--- src/rtl/avm_cmd_master.sv ---
// Avalon-MM master: one valid/ready command becomes a single read or write transfer and returns one response.
// Write resp 2 edges after accept, read 2+READ_LATENCY; waitrequest stalls the strobe, rsp_ready low holds the response.
module avm_cmd_master #(
  parameter int ADDR_W       = 3,
  parameter int DATA_W       = 32,
  parameter int BE_W         = 4,
  parameter int READ_LATENCY = 1,
  parameter int TIMEOUT      = 255
) (
  input  logic              csi_MCLK_clk,
  input  logic              rsi_MRST_reset,
  input  logic              cmd_valid,
  output logic              cmd_ready,
  input  logic              cmd_write,
  input  logic [ADDR_W-1:0] cmd_address,
  input  logic [DATA_W-1:0] cmd_writedata,
  input  logic [BE_W-1:0]   cmd_byteenable,
  output logic              rsp_valid,
  input  logic              rsp_ready,
  output logic [DATA_W-1:0] rsp_data,
  output logic              rsp_error,
  output logic              busy,
  output logic [ADDR_W-1:0] avm_address,
  output logic [DATA_W-1:0] avm_writedata,
  output logic [BE_W-1:0]   avm_byteenable,
  output logic              avm_write,
  output logic              avm_read,
  input  logic [DATA_W-1:0] avm_readdata,
  input  logic              avm_waitrequest
);

  localparam int WC_W = (TIMEOUT > 1) ? $clog2(TIMEOUT + 1) : 1;

  typedef enum logic [1:0] {IDLE, BUS, LAT, RESP} state_t;

  state_t              state_q;
  logic                wr_q;
  logic [WC_W-1:0]     wait_cnt_q;
  logic [3:0]          lat_cnt_q;
  logic                cmd_ready_q;
  logic                rsp_valid_q;
  logic [DATA_W-1:0]   rsp_data_q;
  logic                rsp_error_q;
  logic                busy_q;
  logic [ADDR_W-1:0]   avm_address_q;
  logic [DATA_W-1:0]   avm_writedata_q;
  logic [BE_W-1:0]     avm_byteenable_q;
  logic                avm_write_q;
  logic                avm_read_q;

  always_ff @(posedge csi_MCLK_clk or posedge rsi_MRST_reset) begin
    if (rsi_MRST_reset) begin
      state_q          <= IDLE;
      wr_q             <= 1'b0;
      wait_cnt_q       <= '0;
      lat_cnt_q        <= '0;
      cmd_ready_q      <= 1'b0;
      rsp_valid_q      <= 1'b0;
      rsp_data_q       <= '0;
      rsp_error_q      <= 1'b0;
      busy_q           <= 1'b0;
      avm_address_q    <= '0;
      avm_writedata_q  <= '0;
      avm_byteenable_q <= '0;
      avm_write_q      <= 1'b0;
      avm_read_q       <= 1'b0;
    end else begin
      case (state_q)
        IDLE: begin
          if (cmd_valid && cmd_ready_q) begin
            wr_q             <= cmd_write;
            avm_address_q    <= cmd_address;
            avm_writedata_q  <= cmd_writedata;
            avm_byteenable_q <= cmd_byteenable;
            avm_write_q      <= cmd_write;
            avm_read_q       <= !cmd_write;
            cmd_ready_q      <= 1'b0;
            busy_q           <= 1'b1;
            state_q          <= BUS;
          end else begin
            // Also raises cmd_ready on the first edge after reset release.
            cmd_ready_q <= 1'b1;
          end
        end
        BUS: begin
          if (!avm_waitrequest) begin
            avm_write_q <= 1'b0;
            avm_read_q  <= 1'b0;
            wait_cnt_q  <= '0;
            rsp_error_q <= 1'b0;
            if (wr_q) begin
              rsp_data_q <= '0;
              state_q    <= RESP;
            end else if (READ_LATENCY == 0) begin
              rsp_data_q <= avm_readdata;
              state_q    <= RESP;
            end else begin
              lat_cnt_q <= 4'(READ_LATENCY - 1);
              state_q   <= LAT;
            end
          end else if ((TIMEOUT != 0) && (wait_cnt_q == WC_W'(TIMEOUT - 1))) begin
            // This edge is the TIMEOUT-th stalled one: give up on the slave.
            avm_write_q <= 1'b0;
            avm_read_q  <= 1'b0;
            wait_cnt_q  <= '0;
            rsp_error_q <= 1'b1;
            rsp_data_q  <= '0;
            state_q     <= RESP;
          end else begin
            wait_cnt_q <= wait_cnt_q + 1'b1;
          end
        end
        LAT: begin
          if (lat_cnt_q == 4'd0) begin
            rsp_data_q  <= avm_readdata;
            rsp_error_q <= 1'b0;
            state_q     <= RESP;
          end else begin
            lat_cnt_q <= lat_cnt_q - 4'd1;
          end
        end
        RESP: begin
          if (!rsp_valid_q) begin
            rsp_valid_q <= 1'b1;
          end else if (rsp_ready) begin
            rsp_valid_q <= 1'b0;
            cmd_ready_q <= 1'b1;
            busy_q      <= 1'b0;
            state_q     <= IDLE;
          end
        end
        default: state_q <= IDLE;
      endcase
    end
  end

  assign cmd_ready      = cmd_ready_q;
  assign rsp_valid      = rsp_valid_q;
  assign rsp_data       = rsp_data_q;
  assign rsp_error      = rsp_error_q;
  assign busy           = busy_q;
  assign avm_address    = avm_address_q;
  assign avm_writedata  = avm_writedata_q;
  assign avm_byteenable = avm_byteenable_q;
  assign avm_write      = avm_write_q;
  assign avm_read       = avm_read_q;

endmodule

--- config.mk ---
export PLATFORM = sky130hd
export DESIGN_NAME = avm_cmd_master
export DESIGN_NICKNAME = d
export VERILOG_FILES = /design/src/rtl/avm_cmd_master.sv
export SDC_FILE = /design/constraint.sdc
export NUM_CORES = 1
export LEC_CHECK = 0
export CAP_MARGIN = 20
export CORE_ASPECT_RATIO = 0.7
export CORE_UTILIZATION = 42
export CTS_CLUSTER_SIZE = 16
export DETAILED_ROUTE_END_ITERATION = 8
export GPL_TIMING_DRIVEN = 0
export PLACE_DENSITY = 0.77
export SETUP_SLACK_MARGIN = 0.2
export SYNTH_ARGS = -nofsm -noshare
export SYNTH_HDL_FRONTEND = slang
export SYNTH_SLANG_ARGS = --single-unit
--- constraint.sdc ---
create_clock -name csi_MCLK_clk -period 3 [get_ports csi_MCLK_clk]
set_input_delay 0.45 -clock csi_MCLK_clk [delete_from_list [all_inputs] [get_ports csi_MCLK_clk]]
set_output_delay 0.45 -clock csi_MCLK_clk [all_outputs]
set_load 0.01 [all_outputs]
==> impl_results.md <==
* CTS Hold Buffers Added at 0
* Mapped Avg Cell Area at 11.82 µm²
* Post-synth EDFFs at 0
* Main synth FF type: dfrtp_1
* Setup Skew at 0.004500 ns
* CTS tree: done
* Sequential Power Share at 33.2%
* Fmax at 0.4152 GHz
* Slew HR at 41.56%
* Die area at 10,200 µm²
* Tmin final at 2.409 ns
* CP Data Required Time at 3.22 ns
* Die width at 120.3 µm
* Clock slew at reported path FFs at 0.06 ns
* Synth async-reset ratio at 100.0%
* Final period util at 80.29%
* DRT Wirelength at 9765 µm
* Clk_lat worst skew at 0.34 ns
* Synth Area in Compound Gates at 7.360%
* CP max FO at 10
* Worst Hold Class: flop to flop
* VDD IR max at 0.5845 mV
* Slew Limit Fails at 0
* Comb pwr share at 48.8%
* Reg-to-Reg End: avm_writedata[28]
* Clock power share at 18.0%
* Post-synthesis simple-gate area fraction at 8.120%
* Power density over cell area at 1055 nW/µm²
* Area grow syn2layout at 49.63%
* Post-synthesis mux area share at 19.50%
* Via Count at 3,175
* First drt pass iteration count at 6
* Setup crit end: avm_writedata[28]
* Core area at 9289 µm²
* Clock tree buffer depth at 2
* Vias in the first global route at 3,298
* Initial antenna violation count at 0
* Postcts setup bufs at 0
* Leak at 2.742 nW
* Endpoints failing hold at 0
* # nets final at 600
* Reg-to-reg slack, setup at 0.59 ns
* Largest family of logic cells by synthesized area: multiplexers
* CTS root buf: clkbuf_16
* Antenna diodes at 0
* Worst r2r src: state_q[0]
* CP arrival at 2.63 ns
* Hpwl dp at 7110 µm
* Setup_tns at 0 ns
* Status: finished, final reports clean
* DRT iter0 DRCs at 125
* Critical path type: flop to flop
* Initial Util at 44.29%
* Syn Inst Count at 348
* Worst Setup SP: state_q[0]
* Switching portion of total power at 34.02%
* Avg WL per Cell at 15.19 µm
* Seq/Total Area, Yosys at 55.96%
* Largest net degree at the start of global routing at 38
* Routability Congestion at 0.7746
* Num ports at 154
* Synth warn at 0
* Sink Count at 92
* CTS resizes at 0
* Psw at 2.209 mW
* H-tree lvl count at 3
* First-pass GRT wire length at 16,240 µm
* Maximum capacitance violations at 0
* Vias per cell at 4.938
* Chip height at 84.81 µm
* Xor/xnor share of the synthesized area at 0.4258%
* Register bit count reported by yosys at 92
* Row Count at 29
* # fillers at 722
* Startpoint Class: flop
* Yosys cell types at 40
* Finished Cell Area at 6156 µm²
* Clock buffer count from CTS at 9
* Syn nets at 434
* Grt ovf at 0
* Synthesized area at 4114 µm²
* Final setup fails at 0
* Share of cells above drive strength 1 at 13.10%
* RSZ-0062 raised after global routing: false
* GRT Total Usage at 20.37%
* Remaining DRCs at 0
* DP Area at 5844 µm²
* PortBufs at 153
* Post-route antenna net violation count at 0
* FF-to-FF path depth at 7
* Adder-Cell Fraction of Synth Area at 2.737%
* Int Pwr at 4.284 mW
* Setup crit end kind: flop
* Slew @ Worst Pin at 0.8747 ns
-- sequential cells by signal (all words and copies together) (netlist names) --
name and cells:
avm_writedata 32, rsp_data 32, wait_cnt_q 8, avm_byteenable 4, lat_cnt_q 4, avm_address 3, state_q 2, avm_read 1
avm_write 1, busy 1, cmd_ready 1, rsp_error 1, rsp_valid 1, wr_q 1
-- cells in the final DEF (no fill, tap or decap), drive strengths merged, types with 4 or more instances in the layout --
cell / n
mux2: 41
o2bb2ai: 5
clkbuf: 19
buf: 10
clkdlybuf4s50: 153
a21oi: 4
inv: 42
nor3b: 4
dfrtp: 92
nand3: 4
o21ai: 12
mux2i: 34
and3: 4
nand2: 46
ha: 9
nor2: 4
-- final cells by class --
| cell class | count | area, µm² | share of cell area [%] |
|---|---|---|---|
| Multi-Input combinational cell | 198 | 1569 | 25.49 |
| Clock buffer | 11 | 252.7 | 4.106 |
| Sequential cell | 92 | 2302 | 37.40 |
| Tap cell | 124 | 155.1 | 2.520 |
| Clock inverter | 5 | 58.81 | 0.9553 |
| Timing Repair Buffer | 155 | 1572 | 25.53 |
| Inverter | 42 | 161.4 | 2.622 |
| Buffer | 16 | 85.08 | 1.382 |
-- kinds of logic (layout without fill, tap and decap cells) --
| logic type | count (synthesis) | after routing |
|---|---|---|
| flip-flops | 92 | 92 |
| multiplexers | 75 | 75 |
| XOR/XNOR | 2 | 2 |
| AO/OA/AOI/OAI | 40 | 40 |
| AND/OR/NAND/NOR | 72 | 72 |
| adder cells (fa/ha/maj) | 9 | 9 |
| buffers and inverters | 58 | 229 |
-- worst min-delay path by stage --
stage	start	to	slack, ns	cells after the start
after floorplan	wait_cnt_q[6]	wait_cnt_q[6]	0.47	1
after global placement	avm_writedata[6]	avm_writedata[6]	0.49	1
after detailed placement	avm_writedata[8]	avm_writedata[8]	0.50	1
after CTS	avm_writedata[8]	avm_writedata[8]	0.51	1
after global routing	avm_byteenable[1]	avm_byteenable[1]	0.52	1
final	avm_writedata[13]	avm_writedata[13]	0.51	1
-- cells in the mapped netlist (2+ instances only) --
master / instances / area share, %
nand2_1: 46 / 4.2
o2bb2ai_1: 5 / 1.1
buf_6: 3 / 0.82
xnor2_1: 2 / 0.43
mux2_2: 41 / 11
o21ai_0: 12 / 1.5
buf_1: 3 / 0.27
a21oi_1: 4 / 0.49
nor2b_1: 2 / 0.30
a31oi_1: 3 / 0.46
ha_1: 9 / 2.7
inv_1: 42 / 3.8
clkbuf_1: 8 / 0.73
nand3_1: 3 / 0.36
o22ai_1: 3 / 0.46
dfrtp_1: 92 / 56
and3_1: 4 / 0.61
nor3b_1: 4 / 0.73
nor2_1: 4 / 0.36
a21o_1: 3 / 0.55
nor3_1: 2 / 0.24
buf_2: 2 / 0.24
mux2i_1: 34 / 8.3
-- power groups by stage --
| stage | clock [mW] | sequential, mW | combinational, mW |
|---|---|---|---|
| 6_report | 1.17 | 2.16 | 3.17 |
| 3_3_place_gp | 0 | 2.14 | 3.10 |
| 5_1_grt | 1.25 | 2.24 | 3.44 |
| 3_5_place_dp | 0 | 2.17 | 3.18 |
| 2_1_floorplan | 0 | 2.38 | 1.47 |
| 4_1_cts | 1.20 | 2.16 | 3.20 |
-- layer usage --
metal,GRT usage (%),up-vias,routed length (µm)
met5,0,-,0
met1,26.71,1534,4338
li1,-,1503,-
met3,7.065,7,876
met2,32.45,131,4489
met4,4.938,0,61
-- critical path, cell delays in order, from the launching register on --
cell	delay, ns
dfrtp_1	0.42
inv_1	0.15
ha_1	0.16
buf_2	0.18
and3_1	0.16
clkbuf_1	0.28
buf_1	0.52
mux2_2	0.41
-- through the flow --
step                hold WS [ns]  setup WS (ns)  utilization [%]  total power [mW]  std cells
floorplan                 0.4733          1.063                -             3.848        348
global placement          0.4873         0.4578            62.49             5.243        625
detailed placement        0.4953         0.5713            62.92             5.346        627
CTS                       0.5096         0.6253            66.27             6.561        643
global route              0.5229         0.4311            66.27             6.933        643
finish                    0.5057         0.5913            66.27             6.493        643
Power figures use the tool's default switching activity.
